--- config.mk ---
export PLATFORM = sky130hd
export DESIGN_NAME = decode
export DESIGN_NICKNAME = d
export VERILOG_FILES = /design/src/rtl/decode_pkg.sv /design/src/rtl/decode_imm_gen.sv /design/src/rtl/decode.sv
export SDC_FILE = /design/constraint.sdc
export NUM_CORES = 1
export LEC_CHECK = 0
export ABC_AREA = 1
export ABC_CLOCK_PERIOD_IN_PS = 1600
export CAP_MARGIN = 25
export CORE_ASPECT_RATIO = 0.7
export CORE_MARGIN = 1
export CORE_UTILIZATION = 40
export CTS_CLUSTER_SIZE = 40
export DETAILED_ROUTE_END_ITERATION = 10
export PLACE_DENSITY_LB_ADDON = 0.15
export SLEW_MARGIN = 20
export SYNTH_ARGS = -nofsm -noshare
export SYNTH_HDL_FRONTEND = slang
export SYNTH_SLANG_ARGS = --single-unit
--- constraint.sdc ---
create_clock -name clk -period 1.6 [get_ports clk]
set_input_delay 0.48 -clock clk [delete_from_list [all_inputs] [get_ports clk]]
set_output_delay 0.48 -clock clk [all_outputs]
set_load 0.01 [all_outputs]
--- src/rtl/decode_pkg.sv ---
// Shared decode/execute definitions: opcodes, ALU codes, immediate formats.
// Also holds the funct3-to-ALU mapping that R-type and I-type ALU ops use.
package decode_pkg;

    localparam int REG_W = 5;

    localparam logic [6:0] OP_LUI    = 7'b0110111;
    localparam logic [6:0] OP_AUIPC  = 7'b0010111;
    localparam logic [6:0] OP_JAL    = 7'b1101111;
    localparam logic [6:0] OP_JALR   = 7'b1100111;
    localparam logic [6:0] OP_BRANCH = 7'b1100011;
    localparam logic [6:0] OP_LOAD   = 7'b0000011;
    localparam logic [6:0] OP_STORE  = 7'b0100011;
    localparam logic [6:0] OP_IMM    = 7'b0010011;
    localparam logic [6:0] OP_REG    = 7'b0110011;

    typedef enum logic [3:0] {
        ALU_ADD   = 4'd0,
        ALU_SUB   = 4'd1,
        ALU_SLL   = 4'd2,
        ALU_SLT   = 4'd3,
        ALU_SLTU  = 4'd4,
        ALU_XOR   = 4'd5,
        ALU_SRL   = 4'd6,
        ALU_SRA   = 4'd7,
        ALU_OR    = 4'd8,
        ALU_AND   = 4'd9,
        ALU_PASSB = 4'd10
    } alu_e;

    typedef enum logic [2:0] {
        IMM_NONE = 3'd0,
        IMM_I    = 3'd1,
        IMM_S    = 3'd2,
        IMM_B    = 3'd3,
        IMM_U    = 3'd4,
        IMM_J    = 3'd5
    } imm_e;

    // alt selects SUB for funct3=0 and SRA for funct3=5
    function automatic alu_e alu_from_f3(input logic [2:0] f3,
                                         input logic alt);
        alu_e a;
        unique case (f3)
            3'd0:    a = alt ? ALU_SUB : ALU_ADD;
            3'd1:    a = ALU_SLL;
            3'd2:    a = ALU_SLT;
            3'd3:    a = ALU_SLTU;
            3'd4:    a = ALU_XOR;
            3'd5:    a = alt ? ALU_SRA : ALU_SRL;
            3'd6:    a = ALU_OR;
            default: a = ALU_AND;
        endcase
        return a;
    endfunction

endpackage

--- src/rtl/decode_imm_gen.sv ---
// Immediate generator: extracts and sign-extends the RV32I immediate
// and reports which format it came from.
module imm_gen
    import decode_pkg::*;
#(
    parameter int WORD     = 32,
    parameter int INST_LEN = 32
) (
    input  logic [INST_LEN-1:0] instr,
    output logic [WORD-1:0]     imm,
    output logic [2:0]          imm_id
);

    logic [31:0] i;
    logic [31:0] raw;
    logic [6:0]  opc;

    assign i   = instr[31:0];
    assign opc = i[6:0];

    always_comb begin
        raw    = '0;
        imm_id = IMM_NONE;
        unique case (1'b1)
            (opc == OP_IMM), (opc == OP_LOAD), (opc == OP_JALR): begin
                raw    = {{20{i[31]}}, i[31:20]};
                imm_id = IMM_I;
            end
            (opc == OP_STORE): begin
                raw    = {{20{i[31]}}, i[31:25], i[11:7]};
                imm_id = IMM_S;
            end
            (opc == OP_BRANCH): begin
                raw    = {{19{i[31]}}, i[31], i[7], i[30:25], i[11:8], 1'b0};
                imm_id = IMM_B;
            end
            (opc == OP_LUI), (opc == OP_AUIPC): begin
                raw    = {i[31:12], 12'b0};
                imm_id = IMM_U;
            end
            (opc == OP_JAL): begin
                raw    = {{11{i[31]}}, i[31], i[19:12], i[20], i[30:21], 1'b0};
                imm_id = IMM_J;
            end
            default: begin
                raw    = '0;
                imm_id = IMM_NONE;
            end
        endcase
    end

    assign imm = WORD'($signed(raw));

endmodule

--- src/rtl/decode.sv ---
// RV32I decode stage: combinational decode feeding a single
// valid/ready pipeline register toward execute.
module decode
    import decode_pkg::*;
#(
    parameter int WORD     = 32,
    parameter int INST_LEN = 32
) (
    input  logic                clk,
    input  logic                reset,
    input  logic                if_valid_i,
    output logic                if_ready_o,
    input  logic [INST_LEN-1:0] instr_i,
    input  logic [WORD-1:0]     pc_i,
    input  logic                flush_i,
    output logic                ex_valid_o,
    input  logic                ex_ready_i,
    output logic [WORD-1:0]     pc_o,
    output logic [REG_W-1:0]    rs1,
    output logic [REG_W-1:0]    rs2,
    output logic [REG_W-1:0]    rd,
    output logic                opsel1,
    output logic                opsel2,
    output logic [3:0]          alu_func,
    output logic [WORD-1:0]     imm,
    output logic [2:0]          imm_id,
    output logic                rf_wen,
    output logic                mem_ren,
    output logic                mem_wen,
    output logic                branch,
    output logic                jump,
    output logic [2:0]          mem_size,
    output logic                illegal_o
);

    typedef struct packed {
        logic [WORD-1:0]  pc;
        logic [REG_W-1:0] rs1;
        logic [REG_W-1:0] rs2;
        logic [REG_W-1:0] rd;
        logic             opsel1;
        logic             opsel2;
        logic [3:0]       alu;
        logic [WORD-1:0]  imm;
        logic [2:0]       imm_id;
        logic             rf_wen;
        logic             mem_ren;
        logic             mem_wen;
        logic             branch;
        logic             jump;
        logic [2:0]       mem_size;
        logic             illegal;
    } bundle_t;

    bundle_t         d;
    bundle_t         q;
    logic [31:0]     ins;
    logic [6:0]      opc;
    logic [2:0]      f3;
    logic [6:0]      f7;
    logic [WORD-1:0] imm_w;
    logic [2:0]      imm_id_w;
    logic            legal;
    logic            wr;
    logic            accept;

    assign ins = instr_i[31:0];
    assign opc = ins[6:0];
    assign f3  = ins[14:12];
    assign f7  = ins[31:25];

    imm_gen #(
        .WORD     (WORD),
        .INST_LEN (INST_LEN)
    ) u_imm_gen (
        .instr  (instr_i),
        .imm    (imm_w),
        .imm_id (imm_id_w)
    );

    always_comb begin
        d        = '0;
        d.pc     = pc_i;
        d.rs1    = ins[19:15];
        d.rs2    = ins[24:20];
        d.rd     = ins[11:7];
        d.imm    = imm_w;
        d.imm_id = imm_id_w;
        d.alu    = ALU_ADD;
        legal    = 1'b1;
        wr       = 1'b0;
        unique case (1'b1)
            (opc == OP_LUI): begin
                wr       = 1'b1;
                d.opsel2 = 1'b1;
                d.alu    = ALU_PASSB;
            end
            (opc == OP_AUIPC): begin
                wr       = 1'b1;
                d.opsel1 = 1'b1;
                d.opsel2 = 1'b1;
            end
            (opc == OP_JAL): begin
                wr       = 1'b1;
                d.jump   = 1'b1;
                d.opsel1 = 1'b1;
                d.opsel2 = 1'b1;
            end
            (opc == OP_JALR): begin
                wr       = 1'b1;
                d.jump   = 1'b1;
                d.opsel2 = 1'b1;
                legal    = (f3 == 3'd0);
            end
            (opc == OP_BRANCH): begin
                d.branch = 1'b1;
                unique case (f3)
                    3'd0, 3'd1: d.alu = ALU_SUB;
                    3'd4, 3'd5: d.alu = ALU_SLT;
                    3'd6, 3'd7: d.alu = ALU_SLTU;
                    default:    legal = 1'b0;
                endcase
            end
            (opc == OP_LOAD): begin
                wr         = 1'b1;
                d.mem_ren  = 1'b1;
                d.opsel2   = 1'b1;
                d.mem_size = f3;
                legal      = (f3 != 3'd3) && (f3 != 3'd6) && (f3 != 3'd7);
            end
            (opc == OP_STORE): begin
                d.mem_wen  = 1'b1;
                d.opsel2   = 1'b1;
                d.mem_size = f3;
                legal      = (f3 <= 3'd2);
            end
            (opc == OP_IMM): begin
                wr       = 1'b1;
                d.opsel2 = 1'b1;
                d.alu    = alu_from_f3(f3, (f3 == 3'd5) && f7[5]);
                if (f3 == 3'd1)
                    legal = (f7 == 7'h00);
                else if (f3 == 3'd5)
                    legal = (f7 == 7'h00) || (f7 == 7'h20);
            end
            (opc == OP_REG): begin
                wr    = 1'b1;
                d.alu = alu_from_f3(f3, f7[5]);
                legal = (f7 == 7'h00) ||
                        ((f7 == 7'h20) && ((f3 == 3'd0) || (f3 == 3'd5)));
            end
            default: legal = 1'b0;
        endcase
        d.rf_wen = wr && legal && (d.rd != '0);
        // Illegal beats still travel down the pipe, but with no side effects
        if (!legal) begin
            d.illegal = 1'b1;
            d.mem_ren = 1'b0;
            d.mem_wen = 1'b0;
            d.branch  = 1'b0;
            d.jump    = 1'b0;
            d.alu     = ALU_ADD;
            d.opsel1  = 1'b0;
            d.opsel2  = 1'b0;
        end
    end

    assign if_ready_o = !ex_valid_o || ex_ready_i;
    assign accept     = if_valid_i && if_ready_o;

    always_ff @(posedge clk) begin
        if (reset) begin
            q          <= '0;
            ex_valid_o <= 1'b0;
        end else if (flush_i) begin
            ex_valid_o <= 1'b0;
        end else if (accept) begin
            q          <= d;
            ex_valid_o <= 1'b1;
        end else if (ex_ready_i) begin
            ex_valid_o <= 1'b0;
        end
    end

    assign pc_o      = q.pc;
    assign rs1       = q.rs1;
    assign rs2       = q.rs2;
    assign rd        = q.rd;
    assign opsel1    = q.opsel1;
    assign opsel2    = q.opsel2;
    assign alu_func  = q.alu;
    assign imm       = q.imm;
    assign imm_id    = q.imm_id;
    assign rf_wen    = q.rf_wen;
    assign mem_ren   = q.mem_ren;
    assign mem_wen   = q.mem_wen;
    assign branch    = q.branch;
    assign jump      = q.jump;
    assign mem_size  = q.mem_size;
    assign illegal_o = q.illegal;

endmodule

Yosys cells after proc, flatten, opt, wreduce, memory -nomap -nowiden
Cells that the tools add are included.
- order comparisons: 1
- eq/ne operators: 20
- multiplexer cells: 27
- bitwise operators: 1
- reduce and logical (&&, ||, !) cells: 30
- operator list (operator ; number):
    $pmux W32 S5 ; 1
    $pmux W4 S7 ; 2
    $eq A7 B6 Y1 const B ; 4
    $eq A7 B7 Y1 const B ; 3
    $mux W1 ; 17
    $pmux W4 S4 ; 1
    $reduce_or A2 Y1 ; 8
    $pmux W3 S5 ; 1
    $eq A7 B5 Y1 const B ; 2
    $reduce_or A7 Y1 ; 2
    $eq A3 B3 Y1 const B ; 4
    $pmux W3 S3 ; 1
    $eq A7 B2 Y1 const B ; 1
    $logic_and A1 B1 Y1 ; 7
    $logic_not A7 Y1 ; 1
    $pmux W1 S7 ; 1
    $eq A3 B2 Y1 const B ; 2
    $mux W6 ; 1
    $ne A3 B3 Y1 const B ; 2
    $reduce_or A3 Y1 ; 2
    $reduce_or A6 Y1 ; 1
    $reduce_bool A5 Y1 ; 1
    $logic_or A1 B1 Y1 ; 4
    $mux W4 ; 1
    other kinds (9) ; 9
- flip-flop bits (word level): 98
- bits of input ports: 69
- word-level logic and storage cells: 96

Depth between registers and ports, before layout
Gate-level depths: netlist of run 1.
- word-level depth: 7
- gate-level depth with buffers: 12
- mapped depth without buffers: 12

By module
A second synthesis of run 1 with hierarchy kept.
- cell total of the unflattened synthesis: 708
- area, all modules: 4660.7 um^2
- by module, submodules not included (module ; instances ; cells an instance ; area an instance (um^2) ; sequential area each (um^2)):
    decode ; 1 ; 539 ; 3886.2 ; 1961.9
    imm_gen ; 1 ; 169 ; 774.5 ; 0.0

Worst setup path after synthesis of run 1
No wires, ideal clock.
- path kind: input-to-reg
- start: in instr_i[1]
- end: reg q (netlist bit imm[20])
- arrival: 1.427 ns
- path slack: 0.031 ns
- stages: 11
- buffers on the path: 1
- cell sequence: nand2_1 -> inv_2 -> nand2_2 -> inv_2 -> nand3_2 -> nand2_1 -> o21ai_2 -> buf_6 -> nand2_1 -> nand2_1 -> a21oi_2
- cells in the longest elaborated chain, start to end: 3
- elaborated cells on any way between the ends: 11
- RTL lines (item ; line ; source):
    from (decl) ; decode.sv:13 ; input logic [INST_LEN-1:0] instr_i,
    $eq A7 B7 Y1 (tied with other cells) ; decode_imm_gen.sv:25 ; (opc == OP_IMM), (opc == OP_LOAD), (opc == OP_JALR): begin
    $reduce_or A3 Y1 or $reduce_or A2 Y1 (tied branches) ; decode_imm_gen.sv:24 ; unique case (1'b1)
    $pmux W32 S5 * ; decode_imm_gen.sv:24 ;
    to (signal assigned) ; decode.sv:173 ; q <= '0;
    to (signal assigned) ; decode.sv:178 ; q <= d;
    to (decl) ; decode.sv:56 ; bundle_t q;
Mark *: on every way between the ends. The rest lies on a longest branch, timed or not.
A chain may end at the register's enable or synchronous reset.

Final worst setup path of run 1
- start: in if_valid_i
- end: reg q (netlist bit mem_ren)
- cells in the longest elaborated chain, start to end: 2
- RTL lines (item ; line ; source):
    from (decl) ; decode.sv:11 ; input logic if_valid_i,
    $logic_and A1 B1 Y1 ; decode.sv:169 ; assign accept = if_valid_i && if_ready_o;
    $reduce_and A2 Y1 (no line) ; n/a ;
Every way passes these cells.

==> results of run 1 <==
[layer usage]
layer | vias up | global-route usage [%] | part of all wire [%]
li1 | 2497 | - | -
met1 | 2345 | 38.7 | 48
met2 | 201 | 43.6 | 43
met3 | 16 | 7.11 | 8.2
met4 | 0 | 7.58 | 0.89
met5 | - | 0 | 0
[flip-flops by register name (all words and copies together) (netlist names)]
name and count:
mem_size 3, rs2 5, branch 1, opsel2 1
opsel1 1, mem_ren 1, jump 1, imm 32
pc_o 32, alu_func 4, rf_wen 1, illegal_o 1
ex_valid_o 1, imm_id 3, mem_wen 1, rd 5
rs1 5
[power groups by stage]
stage	registers (mW)	clock network, mW	logic, mW
after CTS	2.58	2.28	0.894
after floorplan	2.68	0	0.306
after detailed placement	2.64	0	0.938
after global routing	2.59	2.37	1.01
after global placement	2.63	0	0.925
final	2.58	2.23	0.927
[timing repair]
item,in CTS,in global routing
pin swaps,8,15
setup endpoints to repair,184,86
buffers inserted,1,2
resized for setup,150,72
gates cloned,2,1
[area by class of cell]
cell class | instances | area [µm²] | area share (%)
Timing Repair Buffer | 251 | 2230 | 31.1
Clock inverter | 5 | 62.6 | 0.873
Tap cell | 148 | 185 | 2.58
Sequential cell | 98 | 1960 | 27.4
Multi-Input combinational cell | 465 | 2310 | 32.3
Inverter | 44 | 170 | 2.37
Clock buffer | 11 | 243 | 3.39
[through the flow]
step | hold WS [ns] | setup slack (ns) | power, mW | std cells
2_1_floorplan | 0.490 | 0.0311 | 2.98 | 640
3_3_place_gp | 0.452 | -0.872 | 3.56 | 1000
3_5_place_dp | 0.454 | -0.907 | 3.57 | 1000
4_1_cts | 0.461 | 0.00675 | 5.75 | 1019
5_1_grt | 0.483 | -0.0336 | 5.96 | 1022
6_report | 0.462 | 0.0365 | 5.74 | 1022
[cell families after synthesis]
group	synth area share (%)
buffers and inverters	7.70
AO/OA/AOI/OAI	15.4
flip-flops	44.7
AND/OR/NAND/NOR	32.2
[cells in the final DEF (no fill, tap or decap), drive strengths merged, types with 2 or more instances in the layout]
cell type and n:
nand2 161, nor2 147, dlygate4sd2 102, dfxtp 98, buf 89, a21oi 61
o21ai 56, clkdlybuf4s50 49, inv 45, nand3 24, clkbuf 15, dlymetal6s2s 7
nand4 5, clkinvlp 2, o221ai 2, o21a 2
[worst max-delay path by stage]
stage / startpoint / to / slack, ns / cells past startpoint
6_report: if_valid_i / mem_ren / 0.04 / 9
5_1_grt: if_valid_i / imm[6] / -0.03 / 9
4_1_cts: if_valid_i / mem_ren / 0.007 / 9
3_5_place_dp: instr_i[3] / imm[23] / -0.91 / 10
3_3_place_gp: instr_i[4] / imm[14] / -0.87 / 10
2_1_floorplan: instr_i[1] / imm[20] / 0.03 / 11
[critical path: cells and delay by family]
family	cells	cell delay, ns
AOI/OAI and AO/OA	1	0.17
buffers and inverters	5	0.86
and+or+nand+nor	3	0.32
==> metrics.md, run 1 <==
| Metric | Value |
|---|---|
| Top cell type's share of synthesized area | `44.7%` |
| Final nets | `938` |
| Mapped cell area | `4390 µm²` |
| Worst min-delay path startpoint | `imm[3]` |
| # DRC | `0` |
| Tcrit/Tclk final | `97.7%` |
| GPL Wtd Cong | `0.877` |
| Post-DP Area | `6700 µm²` |
| Reg clk slew, reported paths | `0.07 ns` |
| Min cycle time layout | `1.56 ns` |
| Via density | `4.95` |
| Worst hold stages | `2` |
| Fill cells | `941` |
| Worst Max-Slew Pin Slew | `0.459 ns` |
| Ranking of synthesized cells by area | `dfxtp_1 45%, nand2_1 13%, nor2_1 12%` |
| Vias in the first global route | `4666` |
| Cell Rows | `31` |
| Post-synth EDFFs | `0` |
| Count of final setup violators | `0` |
| Initial antenna violation count | `0` |
| CTS root buf | `clkbuf_16` |
| RSZ-0062 raised after global routing | `yes` |
| Final instance area | `7170 µm²` |
| Flops & latches, synth | `98` |
| Internal power | `4.25 mW` |
| Critical Path Max Stage Delay | `0.45 ns` |
| Slew Viols, Final | `0` |
| Fin util | `68.2%` |
| Total negative slack | `0 ns` |
| Slowest cell on crit path | `clkdlybuf4s50_1` |
| Worst Hold Endpoint | `imm[3]` |
| CP required | `1.88 ns` |
| Max-cap violations | `0` |
| Largest net degree at the start of global routing | `48` |
| Share of layout cells above drive strength 1 | `21.4%` |
| RR Startpoint | `ex_valid_o` |
| Clock Power Share | `38.9%` |
| Post-cts hold buffer count | `0` |
| CP Capture Type | `flop` |
| Slew HR | `69.4%` |
| Pwr/cell area | `801 nW/µm²` |
| Synth Flop Type | `dfxtp_1` |
| Synth Instances | `640` |
| Startpoint types | `primary input` |
| IO Count | `168` |
| R2R setup slack | `0.11 ns` |
| Hold WC Path Type | `reg2reg` |
| CTS tree | `yes` |
| Routed wire per std cell | `15.6 µm` |
| Syn Area/Cell | `6.86 µm²` |
| Synth top cells by count | `157 x nand2_1, 140 x nor2_1, 98 x dfxtp_1, 53 x o21ai_0, 50 x a21oi_1` |
| Combinational power share | `16.2%` |
| Worst vdd ir | `0.486 mV` |
| Pleak | `3.55 nW` |
| Via count | `5059` |
| First-pass GRT wire length | `24400 µm` |
| Grt ovf | `0` |
| Crit Path Category | `in2reg` |
| CP Cell Sequence | `clkdlybuf4s50_1, inv_1, nor2_2, nand2_2, inv_2, buf_6, buf_4, nand4_1, a21oi_1` |
| Post-synthesis cell type count | `31` |
| DRT antenna net count | `0` |
| Final Hold Fails | `0` |
| Initial Utilization | `41.7%` |
| Status | `finished, final reports clean` |
| Syn_nets | `709` |
| Yosys warning count | `0` |
| Num CTS Buffers | `9` |
| Port Buffers | `167` |
| DIE AREA | `11400 µm²` |
| Switching power | `1.49 mW` |
| Crit-path max FO | `10` |
| FFs w/ async S/R, synth | `0%` |
| WL final | `15900 µm` |
| GRT Total Usage | `27.9%` |
| CP arrival | `1.84 ns` |
| Die span in x | `127 µm` |
| Reg2Reg Depth | `10` |
| Worst r2r dst | `rs2[4]` |
| Clock skew | `0.00336 ns` |
| Syn-to-layout area delta | `63.3%` |
| Worst skew pair latency | `0.34 ns` |
| Post-DP HPWL | `11500 µm` |
| Biggest area consumer among synthesized cells | `dfxtp_1` |
| Drt first pass iters | `5` |
| Most frequent cell after synthesis | `nand2_1` |
| CTS max path bufs | `2` |
| Core ar. | `10500 µm²` |
| Initial DRC Count | `352` |
| Post-synthesis sequential area ratio | `44.7%` |
| Switching share of power | `26.0%` |
| CTS H-tree lvls | `3` |
| CTS sink count | `98` |
| Chip height | `89.6 µm` |
| ANT cells | `0` |
| Sequential Power Share | `44.9%` |
| Max Clk Rate | `640 MHz` |
(Power assumes the default switching activity.)
==> run 2: changes to the inputs <==
--- a/config.mk
+++ b/config.mk
@@ -14,6 +14,7 @@
 export CTS_CLUSTER_SIZE = 40
 export DETAILED_ROUTE_END_ITERATION = 10
 export PLACE_DENSITY_LB_ADDON = 0.15
+export SKIP_CTS_REPAIR_TIMING = 1
 export SLEW_MARGIN = 20
 export SYNTH_ARGS = -nofsm -noshare
 export SYNTH_HDL_FRONTEND = slang
==> run 2 against run 1 <==
Compared with the run above:
- via count decreased by 0.20%
- design area rose by 6.0%
- total power grew 0.89%
- count of clock-buffer cells in the layout is the same
- flip-flop and latch count is the same
- hold slack worse by 0.040 ns
- wire length grew 1.5%
- sequential share of layout area decreased by 1.5 points
- global-route usage fell by 0.98 points
- critical path depth up 3
- clock power about the same
==> metrics.md, run 2 (synthesis results as in run 1) <==
| Metric | Value |
|---|---|
| Status | `finished, final reports clean` |
| CTS H-tree lvls | `3` |
| Worst min-delay path startpoint | `flush_i` |
| Worst skew pair latency | `0.34 ns` |
| Critical Path Max Stage Delay | `0.15 ns` |
| IO Count | `168` |
| CP most frequent cell | `nor2_4` |
| GRT Total Usage | `27.0%` |
| Pwr/cell area | `762 nW/µm²` |
| Non-filler cells, final | `1026` |
| Via density | `4.92` |
| Worst vdd ir | `0.482 mV` |
| Min cycle time layout | `1.53 ns` |
| RSZ-0062 raised after global routing | `no` |
| Initial DRC Count | `404` |
| Reg clk slew, reported paths | `0.07 ns` |
| Startpoint types | `primary input` |
| Delay-heaviest family, CP | `simple AND/OR/NAND/NOR gates` |
| Max-cap violations | `0` |
| Placed Instances | `1000` |
| CTS sink count | `98` |
| First-pass GRT wire length | `23600 µm` |
| Reg2Reg Depth | `10` |
| Setup ws final | `0.0711 ns` |
| DRT antenna net count | `0` |
| Count of final setup violators | `0` |
| Post-DP HPWL | `11500 µm` |
| Worst Max-Slew Pin Slew | `0.442 ns` |
| Tcrit/Tclk final | `95.6%` |
| Post-DP Area | `6700 µm²` |
| CTS max path bufs | `2` |
| Final instance area | `7600 µm²` |
| Hold WC Path Type | `in2reg` |
| Most frequent cells in the layout | `148 x nand2_1, 126 x nor2_1, 116 x dlymetal6s2s_1` |
| Post-place setup slack | `-0.907 ns` |
| Final Power | `5.79 mW` |
| CP required | `1.84 ns` |
| Port Buffers | `167` |
| Slew Viols, Final | `0` |
| Pleak | `4.92 nW` |
| Clock skew | `0.00638 ns` |
| GPL Wtd Cong | `0.877` |
| Slowest cell on crit path | `dlymetal6s2s_1` |
| Final Hold Fails | `0` |
| CP arrival | `1.77 ns` |
| Worst Hold Endpoint | `ex_valid_o` |
| Fill cells | `853` |
| Worst hold stages | `2` |
| Commonest non-fill, non-tap cell in the layout | `nand2_1` |
| CP Cell Sequence | `dlymetal6s2s_1, nand2_2, inv_2, buf_4, nand2_1, nor2_4, nor2_4, nand3_1, nor2_4, nand3_2, inv_2, nor2_1` |
| Buf/Inv on CP | `4` |
| WL final | `16200 µm` |
| Slew HR | `70.5%` |
| Worst r2r dst | `rd[4]` |
| CTS root buf | `clkbuf_16` |
| Via count | `5049` |
| Chip height | `89.6 µm` |
| CTS tree | `yes` |
| # DRC | `0` |
| Max Clk Rate | `654 MHz` |
| RR Startpoint | `ex_valid_o` |
| Core ar. | `10500 µm²` |
| CP Capture Type | `flop` |
| Largest net degree at the start of global routing | `48` |
| Crit-path max FO | `3` |
| DIE AREA | `11400 µm²` |
| R2R setup slack | `0.16 ns` |
| Initial antenna violation count | `1` |
| Share of layout cells above drive strength 1 | `20.4%` |
| Drt first pass iters | `5` |
| Die span in x | `127 µm` |
| Cell Rows | `31` |
| Total negative slack | `0 ns` |
| Routed wire per std cell | `15.8 µm` |
| Num CTS Buffers | `9` |
| Initial Utilization | `41.7%` |
| Vias in the first global route | `4560` |
| Syn-to-layout area delta | `73.2%` |
| Final nets | `941` |
| Grt ovf | `0` |
| Crit Path Category | `in2reg` |
## run 2: cell types whose count changed in the layout (fill, tap and decap cells not counted), moves of 3 or more
cell            change
nor2_1              +3
nand3_1             +3
dlygate4sd2_1     -102
buf_2               -4
dlymetal6s2s_1    +109
o21ai_1            -13
o21ai_0            +13
## run 2: worst max path at each step
stage                          start      end  slack, ns  cells past startpoint
final                     instr_i[1]   opsel2       0.07                     12
after global routing      instr_i[2]  imm[15]     0.0007                     11
after CTS                 instr_i[3]  imm[23]      -0.55                     10
after detailed placement  instr_i[3]  imm[23]      -0.91                     10
after global placement    instr_i[4]  imm[14]      -0.87                     10
after floorplan           instr_i[1]  imm[20]       0.03                     11
## run 2: worst reg2reg max path, delay by kind of cell (launching register included)
kind | cells | cell delay, ns
AND/OR/NAND/NOR | 2 | 0.17
flip-flops | 1 | 0.33
buffers and inverters | 6 | 0.61
AO/OA/AOI/OAI | 2 | 0.21
## run 2: stage by stage
stage | utilization [%] | hold slack (ns)
after floorplan | - | 0.490
final | 72.3 | 0.421
after detailed placement | 63.7 | 0.454
after CTS | 66.6 | 0.464
after global routing | 72.3 | 0.449
after global placement | 63.7 | 0.452
## run 2: power by group
group	switching [mW]	internal [mW]
Sequential	0.0437	2.53
Clock	0.964	1.26
Combinational	0.482	0.502
## run 2: final cells by class
type	count	area, µm²	area share [%]
Multi-Input combinational cell	464	2270	29.8
Clock buffer	11	243	3.19
Antenna cell	1	2.50	0.0329
Inverter	44	173	2.27
Timing Repair Buffer	255	2700	35.6
Clock inverter	5	62.6	0.823
Sequential cell	98	1960	25.8
Tap cell	148	185	2.44
## run 2: metal layers
metal	GRT usage, %	part of all wire, %	routed length, µm	vias to the layer above
li1	-	-	-	2498
met1	38.1	48	7690	2309
met2	41.3	43	6940	229
met3	6.16	8.4	1360	13
met4	7.90	1.1	174	0
met5	0	0	0	-
==> run 3: changes to the inputs <==
--- a/config.mk
+++ b/config.mk
@@ -6,7 +6,7 @@
 export NUM_CORES = 1
 export LEC_CHECK = 0
 export ABC_AREA = 1
-export ABC_CLOCK_PERIOD_IN_PS = 1600
+export ABC_CLOCK_PERIOD_IN_PS = 1330
 export CAP_MARGIN = 25
 export CORE_ASPECT_RATIO = 0.7
 export CORE_MARGIN = 1
==> constraint.sdc (replaced) <==
create_clock -name clk -period 1.33 [get_ports clk]
set_input_delay 0.399 -clock clk [delete_from_list [all_inputs] [get_ports clk]]
set_output_delay 0.399 -clock clk [all_outputs]
set_load 0.01 [all_outputs]
==> run 3 against run 2 <==
Compared with the run above:
- the run now ends with negative setup slack left
- global-route usage fell by 1.2 points
- hold slack got worse by 0.10 ns
- setup slack got worse by 0.21 ns
- via count rose by 8.9%
- sequential share of layout area fell by 3.8 points
- wire length rose by 19%
==> metrics.md, run 3 (synthesis results as in run 1) <==
| Metric | Value |
|---|---|
| CTS H-tree lvls | `3` |
| GRT Total Usage | `25.7%` |
| Sequential Area | `1970 µm²` |
| Pleak | `5.31 nW` |
| Total negative slack | `-5.83 ns` |
| Syn-to-layout area delta | `104%` |
| ANT cells | `0` |
| Initial Utilization | `41.7%` |
| CTS tree | `yes` |
| Post-DP Area | `6870 µm²` |
| Hold WC Path Type | `in2reg` |
| Most frequent cells in the layout | `100 x nor2_1, 97 x dlymetal6s2s_1, 95 x dfxtp_1` |
| # DRC | `0` |
| Crit Path Category | `reg2reg` |
| Setup ws final | `-0.139 ns` |
| Port Buffers | `167` |
| CTS root buf | `clkbuf_16` |
| Reg clk slew, reported paths | `0.07 ns` |
| Core ar. | `10500 µm²` |
| RSZ-0062 raised after global routing | `yes` |
| Commonest non-fill, non-tap cell in the layout | `nor2_1` |
| Slew Viols, Final | `0` |
| Post-place setup slack | `-0.802 ns` |
| Max Clk Rate | `681 MHz` |
| Final nets | `969` |
| DRT antenna net count | `0` |
| Post-DP HPWL | `11000 µm` |
| Pwr/cell area | `855 nW/µm²` |
| Crit-path max FO | `7` |
| Routed wire per std cell | `18.2 µm` |
| Num CTS Buffers | `9` |
| Final Power | `7.64 mW` |
| CP arrival | `1.72 ns` |
| Final Hold Fails | `0` |
| Min cycle time layout | `1.47 ns` |
| Status | `complete, but fails checks` |
| Vias in the first global route | `4304` |
| Fin util | `85.0%` |
| Initial antenna violation count | `0` |
| Via density | `5.23` |
| Area of the multi-input gates | `3070 µm²` |
| Worst skew pair latency | `0.35 ns` |
| Clock skew | `0.00988 ns` |
| Worst Max-Slew Pin Slew | `0.521 ns` |
| Largest net degree at the start of global routing | `39` |
| Die span in x | `127 µm` |
| DIE AREA | `11400 µm²` |
| Placed Instances | `1003` |
| Drt first pass iters | `4` |
| Violated checks | `negative setup slack` |
| Count of final setup violators | `88` |
| Tcrit/Tclk final | `110%` |
| CTS max path bufs | `2` |
| Fill cells | `577` |
| Initial DRC Count | `406` |
| Worst vdd ir | `0.613 mV` |
| Share of layout cells above drive strength 1 | `42.1%` |
| Slew HR | `65.3%` |
| Startpoint types | `flop` |
| WL final | `19200 µm` |
| Grt ovf | `0` |
| GPL Wtd Cong | `0.879` |
| CP Capture Type | `flop` |
| CTS sink count | `98` |
| Hold WS | `0.317 ns` |
| First-pass GRT wire length | `22400 µm` |
| Via count | `5498` |
| Max-cap violations | `0` |
| Chip height | `89.6 µm` |
| Cell Rows | `31` |
| Non-filler cells, final | `1052` |
| CP required | `1.58 ns` |
| Final instance area | `8940 µm²` |
| IO Count | `168` |
-- run 3: changes by cell type in the layout (fill, tap and decap cells not counted), sizes merged, moves of 2 or more --
cell,previous run,this run
clkbuf,15,40
buf,88,110
dlymetal6s2s,116,97
clkinv,1,3
clkinvlp,2,0
inv,45,43
-- run 3: area by class of cell --
| cell class | instances | share of cell area, % |
|---|---|---|
| Tap cell | 148 | 2.07 |
| Inverter | 44 | 2.32 |
| Clock inverter | 4 | 0.826 |
| Timing Repair Buffer | 283 | 35.6 |
| Clock buffer | 11 | 2.83 |
| Sequential cell | 98 | 22.0 |
| Multi-Input combinational cell | 464 | 34.4 |
-- run 3: critical path, stage by stage, from the launching register on --
cell	delay, ns
dfxtp_2	0.35
inv_2	0.05
nor2_4	0.09
inv_2	0.05
buf_6	0.12
nand2_8	0.10
clkinv_8	0.08
clkbuf_16	0.18
buf_6	0.13
o221ai_2	0.16
nor2_1	0.05
-- run 3: path summary, 6_finish.rpt --
kind         cells after the start  slack (ns)           to        from
min                              2        0.32   ex_valid_o     flush_i
max                             10       -0.14  alu_func[3]  ex_valid_o
max reg2reg                     10       -0.14  alu_func[3]  ex_valid_o
min reg2reg                      2        0.46       imm[2]      imm[2]
-- run 3: layer usage --
layer | wire [µm] | global-route usage (%)
met5 | 0 | 0
met4 | 312 | 5.84
met3 | 1510 | 6.22
met2 | 8890 | 39.2
met1 | 8470 | 36.9
-- run 3: report_power, final --
| group | switching (mW) | leakage (nW) | internal (mW) | total (mW) |
|---|---|---|---|---|
| Clock | 1.20 | 0.162 | 1.75 | 2.94 |
| Combinational | 0.770 | 4.35 | 0.797 | 1.57 |
| Sequential | 0.0803 | 0.800 | 3.05 | 3.13 |
